--- src/rtl/mem_arbiter.sv ---
// mem_arbiter: two-port round-robin arbiter in front of the shared byte memory.
// Ports: clock/reset; per requester p*_req/rw/addr/wdata in, p*_ack/err/rdata out;
// gnt one-hot owner; m_en/m_rw/m_addr/m_wdata to memory, m_rdata from memory.
module mem_arbiter #(
    parameter int          LAT     = 1,
    parameter logic [31:0] MEM_TOP = 32'd124
) (
    input  logic        clock,
    input  logic        reset,
    input  logic        p0_req,
    input  logic        p0_rw,
    input  logic [31:0] p0_addr,
    input  logic [31:0] p0_wdata,
    output logic        p0_ack,
    output logic        p0_err,
    output logic [31:0] p0_rdata,
    input  logic        p1_req,
    input  logic        p1_rw,
    input  logic [31:0] p1_addr,
    input  logic [31:0] p1_wdata,
    output logic        p1_ack,
    output logic        p1_err,
    output logic [31:0] p1_rdata,
    output logic [1:0]  gnt,
    output logic        m_en,
    output logic        m_rw,
    output logic [31:0] m_addr,
    output logic [31:0] m_wdata,
    input  logic [31:0] m_rdata
);

    typedef enum logic [1:0] {IDLE, ACCESS, DONE} state_t;

    localparam logic [3:0] CNT_INIT = 4'(LAT - 1);

    state_t      state_q;
    logic        last_q;
    logic [3:0]  cnt_q;

    logic        win_d;
    logic        rw_d;
    logic [31:0] addr_d;
    logic [31:0] wdata_d;
    logic        in_range_d;

    // On a tie the port that did not win last time gets the grant.
    always_comb begin
        win_d      = (p0_req && p1_req) ? ~last_q : p1_req;
        rw_d       = win_d ? p1_rw    : p0_rw;
        addr_d     = win_d ? p1_addr  : p0_addr;
        wdata_d    = win_d ? p1_wdata : p0_wdata;
        in_range_d = (addr_d <= MEM_TOP);
    end

    always_ff @(posedge clock) begin
        if (reset) begin
            state_q  <= IDLE;
            last_q   <= 1'b1;
            cnt_q    <= 4'd0;
            gnt      <= 2'b00;
            p0_ack   <= 1'b0;
            p0_err   <= 1'b0;
            p0_rdata <= 32'd0;
            p1_ack   <= 1'b0;
            p1_err   <= 1'b0;
            p1_rdata <= 32'd0;
            m_en     <= 1'b0;
            m_rw     <= 1'b1;
            m_addr   <= 32'd0;
            m_wdata  <= 32'd0;
        end else begin
            unique case (state_q)
                IDLE: begin
                    if (p0_req || p1_req) begin
                        last_q <= win_d;
                        gnt    <= win_d ? 2'b10 : 2'b01;
                        if (!in_range_d) begin
                            // Rejected without ever driving the memory bus.
                            state_q <= DONE;
                            p0_err  <= ~win_d;
                            p1_err  <= win_d;
                        end else begin
                            state_q <= ACCESS;
                            m_en    <= 1'b1;
                            m_rw    <= rw_d;
                            m_addr  <= addr_d;
                            m_wdata <= wdata_d;
                            cnt_q   <= CNT_INIT;
                        end
                    end
                end
                ACCESS: begin
                    if (cnt_q == 4'd0) begin
                        state_q <= DONE;
                        m_en    <= 1'b0;
                        m_rw    <= 1'b1;
                        // m_rw still holds the latched direction here.
                        if (gnt[1]) begin
                            p1_ack <= 1'b1;
                            if (m_rw) p1_rdata <= m_rdata;
                        end else begin
                            p0_ack <= 1'b1;
                            if (m_rw) p0_rdata <= m_rdata;
                        end
                    end else begin
                        cnt_q <= cnt_q - 4'd1;
                    end
                end
                DONE: begin
                    state_q <= IDLE;
                    gnt     <= 2'b00;
                    p0_ack  <= 1'b0;
                    p0_err  <= 1'b0;
                    p1_ack  <= 1'b0;
                    p1_err  <= 1'b0;
                end
                default: state_q <= IDLE;
            endcase
        end
    end

endmodule

--- config.mk ---
export PLATFORM = sky130hd
export DESIGN_NAME = mem_arbiter
export DESIGN_NICKNAME = d
export VERILOG_FILES = /design/src/rtl/mem_arbiter.sv
export SDC_FILE = /design/constraint.sdc
export NUM_CORES = 1
export LEC_CHECK = 0
export CAP_MARGIN = 20
export CORE_MARGIN = 2
export CORE_UTILIZATION = 43
export DETAILED_ROUTE_END_ITERATION = 7
export GPL_ROUTABILITY_DRIVEN = 0
export HOLD_SLACK_MARGIN = 0.03
export PLACE_DENSITY = 0.94
export SLEW_MARGIN = 20
export SYNTH_ARGS = -nofsm -noshare
export SYNTH_HDL_FRONTEND = slang
export SYNTH_SLANG_ARGS = --single-unit
--- constraint.sdc ---
create_clock -name clock -period 2.6 [get_ports clock]
set_input_delay 0.26 -clock clock [delete_from_list [all_inputs] [get_ports clock]]
set_output_delay 0.26 -clock clock [all_outputs]
set_load 0.005 [all_outputs]
==> results of run 1 <==
worst max path at each step:
stage,start,endpoint,slack (ps),cells after the start
2_1_floorplan,p0_addr[31],m_wdata[27],810,6
3_3_place_gp,p0_addr[31],cnt_q[0],110,7
3_5_place_dp,p0_addr[31],cnt_q[0],60,7
4_1_cts,p0_addr[31],cnt_q[0],460,7
5_1_grt,p0_addr[31],cnt_q[0],270,7
6_report,p0_addr[31],cnt_q[0],450,7
power groups by stage:
stage          registers [W]  logic, W  clock network [W]
4_1_cts              0.00221  0.000460            0.00270
5_1_grt              0.00221  0.000497            0.00280
3_3_place_gp         0.00226  0.000451                  0
2_1_floorplan        0.00225  0.000146                  0
3_5_place_dp         0.00226  0.000456                  0
6_report             0.00221  0.000462            0.00265
cell families after synthesis:
kind of cell | after synthesis | share of synthesized area
simple gates | 336 | 0.270
flops | 143 | 0.487
xor+xnor | 2 | 0.00298
compound gates | 130 | 0.119
fa+ha+maj | 2 | 0.00426
mux | 40 | 0.0764
buf+inv | 56 | 0.0400
area by class of cell:
| cell class | count | share of cell area |
|---|---|---|
| clock buffer | 19 | 0.0467 |
| clock inverter | 13 | 0.0208 |
| inverter | 4 | 0.00155 |
| multi-input combinational | 510 | 0.289 |
| sequential | 143 | 0.295 |
| tap | 176 | 0.0227 |
| timing repair buffer | 314 | 0.324 |
sequential cells by signal (all words and copies together), names as in the netlist:
signal / cells
cnt_q: 4
gnt: 2
last_q: 1
m_addr: 32
m_en: 1
m_rw: 1
m_wdata: 32
p0_ack: 1
p0_err: 1
p0_rdata: 32
p1_ack: 1
p1_err: 1
p1_rdata: 32
state_q: 2
critical path, delay by kind of cell:
family | cells | cell delay (ps)
and+or+nand+nor | 3 | 1090
buffers and inverters | 2 | 700
AOI/OAI and AO/OA | 2 | 380
metal layers:
metal,vias to the layer above,part of all wire
li1,2934,-
met1,2786,0.41
met2,196,0.50
met3,43,0.068
met4,0,0.030
met5,-,0
metrics by stage:
step | util | hold slack, ps | worst slack (ps) | power, W
3_3_place_gp | 0.681 | 438 | 108 | 0.00271
3_5_place_dp | 0.681 | 445 | 60.1 | 0.00271
5_1_grt | 0.730 | 408 | 272 | 0.00551
2_1_floorplan | - | 396 | 815 | 0.00240
6_report | 0.730 | 394 | 445 | 0.00532
4_1_cts | 0.730 | 360 | 456 | 0.00536
layout by cell type, fill, tap and decap left out, types with 2 or more instances in the layout:
cell,instances
clkdlybuf4s50_1,300
nand2_1,211
dfxtp_1,143
a21oi_1,109
nor2b_1,41
mux2_1,39
nor3b_1,25
clkbuf_16,17
nor2_1,16
nor4_1,11
buf_4,11
o21ai_0,7
nor3_1,6
nand4_1,6
inv_1,4
bufinv_16,4
nand2b_1,3
clkinv_4,3
buf_12,3
nor3_2,2
nor3b_2,2
nand3b_1,2
or4_1,2
nand3_1,2
ha_1,2
inv_6,2
inv_8,2
clkinvlp_4,2
clkbuf_8,2
==> flow_metrics.env, run 1 <==
export IMPL_status="finished, final reports clean"
export IMPL_post_route_period_util=0.829
export IMPL_synth_edf_count=0
export IMPL_cts_max_level=4
export IMPL_groute_usage_overall=0.258
export IMPL_reg2regPathDepth=8
export IMPL_tns_ps=0
export IMPL_grt_overflow=0
export IMPL_syn_nets=877
export IMPL_yosys_register_bits=143
export IMPL_synthTopCellsByArea="dfxtp_1 49%, nand2_1 13%, a21oi_1 9.3%"
export IMPL_powerDensity_nw_per_um2=548
export IMPL_pwr_share_seq=0.415
export IMPL_tightest_slew_ps=683
export IMPL_leakage_nw=3.58
export IMPL_cts_tree="built"
export IMPL_syn_cell_area_um2=5880
export IMPL_drv_slew=0
export IMPL_cts_buffer_depth=2
export IMPL_dp_hpwl_um=13700
export IMPL_wl_per_cell_um=16.1
export IMPL_p_comb_frac=0.087
export IMPL_grt_pass1_vias=5983
export IMPL_final_antenna_net_count=0
export IMPL_cp_end_kind="flop"
export IMPL_io_buffers=301
export IMPL_sw_frac_of_total=0.218
export IMPL_startpoint_type="input port"
export IMPL_max_slew_margin=0.545
export IMPL_r2r_start="cnt_q[0]"
export IMPL_yosysWarnings=0
export IMPL_vias_per_cell=5.05
export IMPL_grt_max_degree=68
export IMPL_holdPathStages=2
export IMPL_clock_sinks=143
export IMPL_worstPathRequired_ps=2870
export IMPL_drc=0
export IMPL_stdcell_area_um2=9700
export IMPL_critical_path_cell_chain="clkdlybuf4s50_1, nor4_1, nand4_2, nor3_2, o21a_1, buf_4, o21ai_0"
export IMPL_slowest_delay_ps=480
export IMPL_ys_top_cells_by_count="211 x nand2_1, 143 x dfxtp_1, 109 x a21oi_1"
export IMPL_dieArea_um2=14600
export IMPL_synth_avg_cell_area_um2=8.29
export IMPL_grtUsageMet2=0.442
export IMPL_hp_start="reset"
export IMPL_post_cts_setup_buffers=0
export IMPL_rows=42
export IMPL_syn2layout_area_growth_pct=65.0
export IMPL_ys_async_sr_fraction=0
export IMPL_hold_viol=0
export IMPL_hp_class="input port to flop"
export IMPL_clkPwrFrac=0.498
export IMPL_p_int_w=0.00416
export IMPL_ctsResizeCount=0
export IMPL_crit_type="input port to flop"
export IMPL_regArea_um2=2860
export IMPL_dp_cells=1147
export IMPL_numCtsBuffers=17
export IMPL_postCtsHoldBufs=0
export IMPL_drtPass1Iterations=7
export IMPL_final_cell_count_no_fill=1179
export IMPL_fillers=942
export IMPL_path_clk_slew_ps=60
export IMPL_wl_um=19000
export IMPL_antenna_found_initial=0
export IMPL_ys_seq_area_frac=0.487
export IMPL_drt_iter0_drc=389
export IMPL_rsz0062_at_grt="no"
export IMPL_grt_pass1_wl_um=29900
export IMPL_clockRootBuffer="clkbuf_16"
export IMPL_vias=5959
export IMPL_worstPathArrival_ps=2430
export IMPL_ir_drop_mv=0.553
export IMPL_fin_worst_skew_ps=9.03
export IMPL_slowest_stage="nor4_1"
export IMPL_reg2reg_to="p0_rdata[5]"
export IMPL_io_pins=302
export IMPL_antennaDiodeCount=0
export IMPL_reg2reg_slack_ps=540
export IMPL_fin_nets=1158
export IMPL_synthFlopType="dfxtp_1"
export IMPL_core_area_um2=13300
export IMPL_hold_path_end="p0_ack"
export IMPL_p_switching_w=0.00116
export IMPL_cap_violations=0
export IMPL_fmax_ghz=0.464
export IMPL_grt_busiest_layer="met2"
export IMPL_setup_viol=0
export IMPL_yosys_area_top_type="dfxtp_1"
export IMPL_syn_inst=709
export IMPL_die_y_um=121
export IMPL_clock_latency_ps=400
export IMPL_yosysMostFrequentCell="nand2_1"
export IMPL_drive_gt1_frac=0.0538
export IMPL_yosysUniqueCellTypes=47
export IMPL_chipWidth_um=121
export IMPL_initial_core_util=0.442
export IMPL_dpl_cell_area_um2=9050
export IMPL_gr_usage_met3=0.0846
export IMPL_period_minus_slack_ps=2150
export IMPL_cp_max_fo=29
export IMPL_yosys_area_top_type_share=0.487
export IMPL_multiInputGateArea_um2=2810
export IMPL_gr_usage_met1=0.300
Note: power is estimated with default switching activity, not from simulation.
==> inputs of run 2 (changes only) <==
CORE_UTILIZATION = 40   (was 43)
PLACE_DENSITY = 0.89   (was 0.94)
clock period = 2.15 ns   (was 2.6 ns; I/O delays follow)
==> flow_metrics.env, run 2 (synthesis gave the netlist of run 1 again) <==
export IMPL_io_pins=302
export IMPL_hp_class="input port to flop"
export IMPL_multiInputGateArea_um2=2810
export IMPL_tightest_slew_ps=504
export IMPL_clock_sinks=143
export IMPL_die_y_um=125
export IMPL_drv_slew=0
export IMPL_path_clk_slew_ps=60
export IMPL_worstPathArrival_ps=2330
export IMPL_dieArea_um2=15700
export IMPL_grt_pass1_wl_um=31000
export IMPL_slowest_delay_ps=410
export IMPL_rows=44
export IMPL_vias_per_cell=5.03
export IMPL_post_cts_setup_buffers=0
export IMPL_dpl_cell_area_um2=9250
export IMPL_startpoint_type="input port"
export IMPL_clock_latency_ps=410
export IMPL_preCtsSetupSlack_ps=-297
export IMPL_cp_top_family="simple AND/OR/NAND/NOR gates"
export IMPL_crit_type="input port to flop"
export IMPL_grt_pass1_vias=5979
export IMPL_cts_buffer_depth=2
export IMPL_cap_violations=0
export IMPL_syn2layout_area_growth_pct=66.0
export IMPL_final_cell_count_no_fill=1204
export IMPL_groute_usage_overall=0.245
export IMPL_post_route_period_util=0.946
export IMPL_chipWidth_um=125
export IMPL_wl_um=19600
export IMPL_final_common_cell="clkdlybuf4s50_1"
export IMPL_path_buf_inv=3
export IMPL_antenna_found_initial=0
export IMPL_worstPathRequired_ps=2440
export IMPL_cts_tree="built"
export IMPL_fin_worst_skew_ps=4.54
export IMPL_dp_hpwl_um=14400
export IMPL_io_buffers=301
export IMPL_status="finished, final reports clean"
export IMPL_grt_max_degree=47
export IMPL_postCtsHoldBufs=0
export IMPL_stdcell_area_um2=9760
export IMPL_vias=6057
export IMPL_drt_iter0_drc=442
export IMPL_rsz0062_at_grt="no"
export IMPL_fin_nets=1178
export IMPL_drc=0
export IMPL_numCtsBuffers=17
export IMPL_crit_path_frequent_cell="buf_4"
export IMPL_fillers=1157
export IMPL_grt_overflow=0
export IMPL_final_antenna_net_count=0
export IMPL_drive_gt1_frac=0.0657
export IMPL_max_slew_margin=0.663
export IMPL_ctsResizeCount=0
export IMPL_period_minus_slack_ps=2030
export IMPL_setup_viol=0
export IMPL_cp_end_kind="flop"
export IMPL_slowest_stage="clkdlybuf4s50_1"
export IMPL_wl_per_cell_um=16.2
export IMPL_initial_core_util=0.408
export IMPL_hold_viol=0
export IMPL_critical_path_cell_chain="clkdlybuf4s50_1, nor4_1, buf_4, nand4_2, nor3_2, o21ai_4, buf_4, mux2_1"
export IMPL_core_area_um2=14400
export IMPL_post_route_util=0.676
export IMPL_leakage_nw=3.62
export IMPL_regArea_um2=2860
export IMPL_fmax_ghz=0.492
export IMPL_antennaDiodeCount=0
export IMPL_clockRootBuffer="clkbuf_16"
export IMPL_ir_drop_mv=0.601
export IMPL_powerDensity_nw_per_um2=599
export IMPL_cts_max_level=4
export IMPL_drtPass1Iterations=5
export IMPL_layout_setup_ws_ps=116
export IMPL_cp_max_fo=9
export IMPL_final_cell_mix="300 x clkdlybuf4s50_1, 211 x nand2_1, 143 x dfxtp_1, 109 x a21oi_1, 41 x nor2b_1"
export IMPL_dp_cells=1175
[run 2: cell count changes in the layout (fill, tap and decap cells not counted)]
cell       delta
buf_12        +3
buf_4        +17
clkbuf_8      -2
bufinv_16     -3
inv_6         -2
inv_8         -2
clkinv_4      -3
clkinv_2      +5
clkbuf_1      +4
[run 2: area by class of cell]
cell class / count / share of cell area
clock buffers: 21 / 0.0451
well taps: 184 / 0.0236
multi-input cells: 510 / 0.288
clock inverters: 8 / 0.00718
flip-flops and latches: 143 / 0.293
inverters: 4 / 0.00154
repair buffers: 334 / 0.342
[run 2: path summary, 6_finish.rpt]
path / from / to / slack (ps) / cells after the start
min reg2reg: p1_rdata[22] / p1_rdata[22] / 450 / 2
max: p0_addr[31] / m_addr[1] / 120 / 8
min: reset / gnt[0] / 280 / 2
max reg2reg: last_q / m_addr[1] / 240 / 6
[run 2: power breakdown]
part,switching [W],internal (W)
Clock,0.00103,0.00156
Combinational,0.000230,0.000353
Sequential,0.00000918,0.00266
[run 2: worst register-to-register path: stages, from the launching register on]
cell and delay [ps]:
dfxtp_1 430, a21bo_1 170, nand4_2 150, nor3_2 370
o21ai_4 160, buf_4 200, mux2_1 320
[run 2: per-layer routing]
layer	part of all wire	GRT usage	up-vias
met4	0.027	0.0902	0
li1	-	-	2974
met5	0	0	-
met1	0.42	0.290	2828
met2	0.49	0.425	219
met3	0.062	0.0685	36
[run 2: metrics by stage]
| stage | hold WS (ps) | power (W) | TNS, ps |
|---|---|---|---|
| detailed placement | 445 | 0.00330 | -15200 |
| global route | 290 | 0.00607 | 0 |
| global placement | 437 | 0.00329 | -5720 |
| finish | 278 | 0.00584 | 0 |
| CTS | 260 | 0.00589 | 0 |
| floorplan | 351 | 0.00290 | 0 |
==> inputs of run 3 (changes only) <==
SKIP_LAST_GASP = 1   (was default)
==> results of run 3 <==
No change in the layout: final DEF, timing and power equal those of run 2.
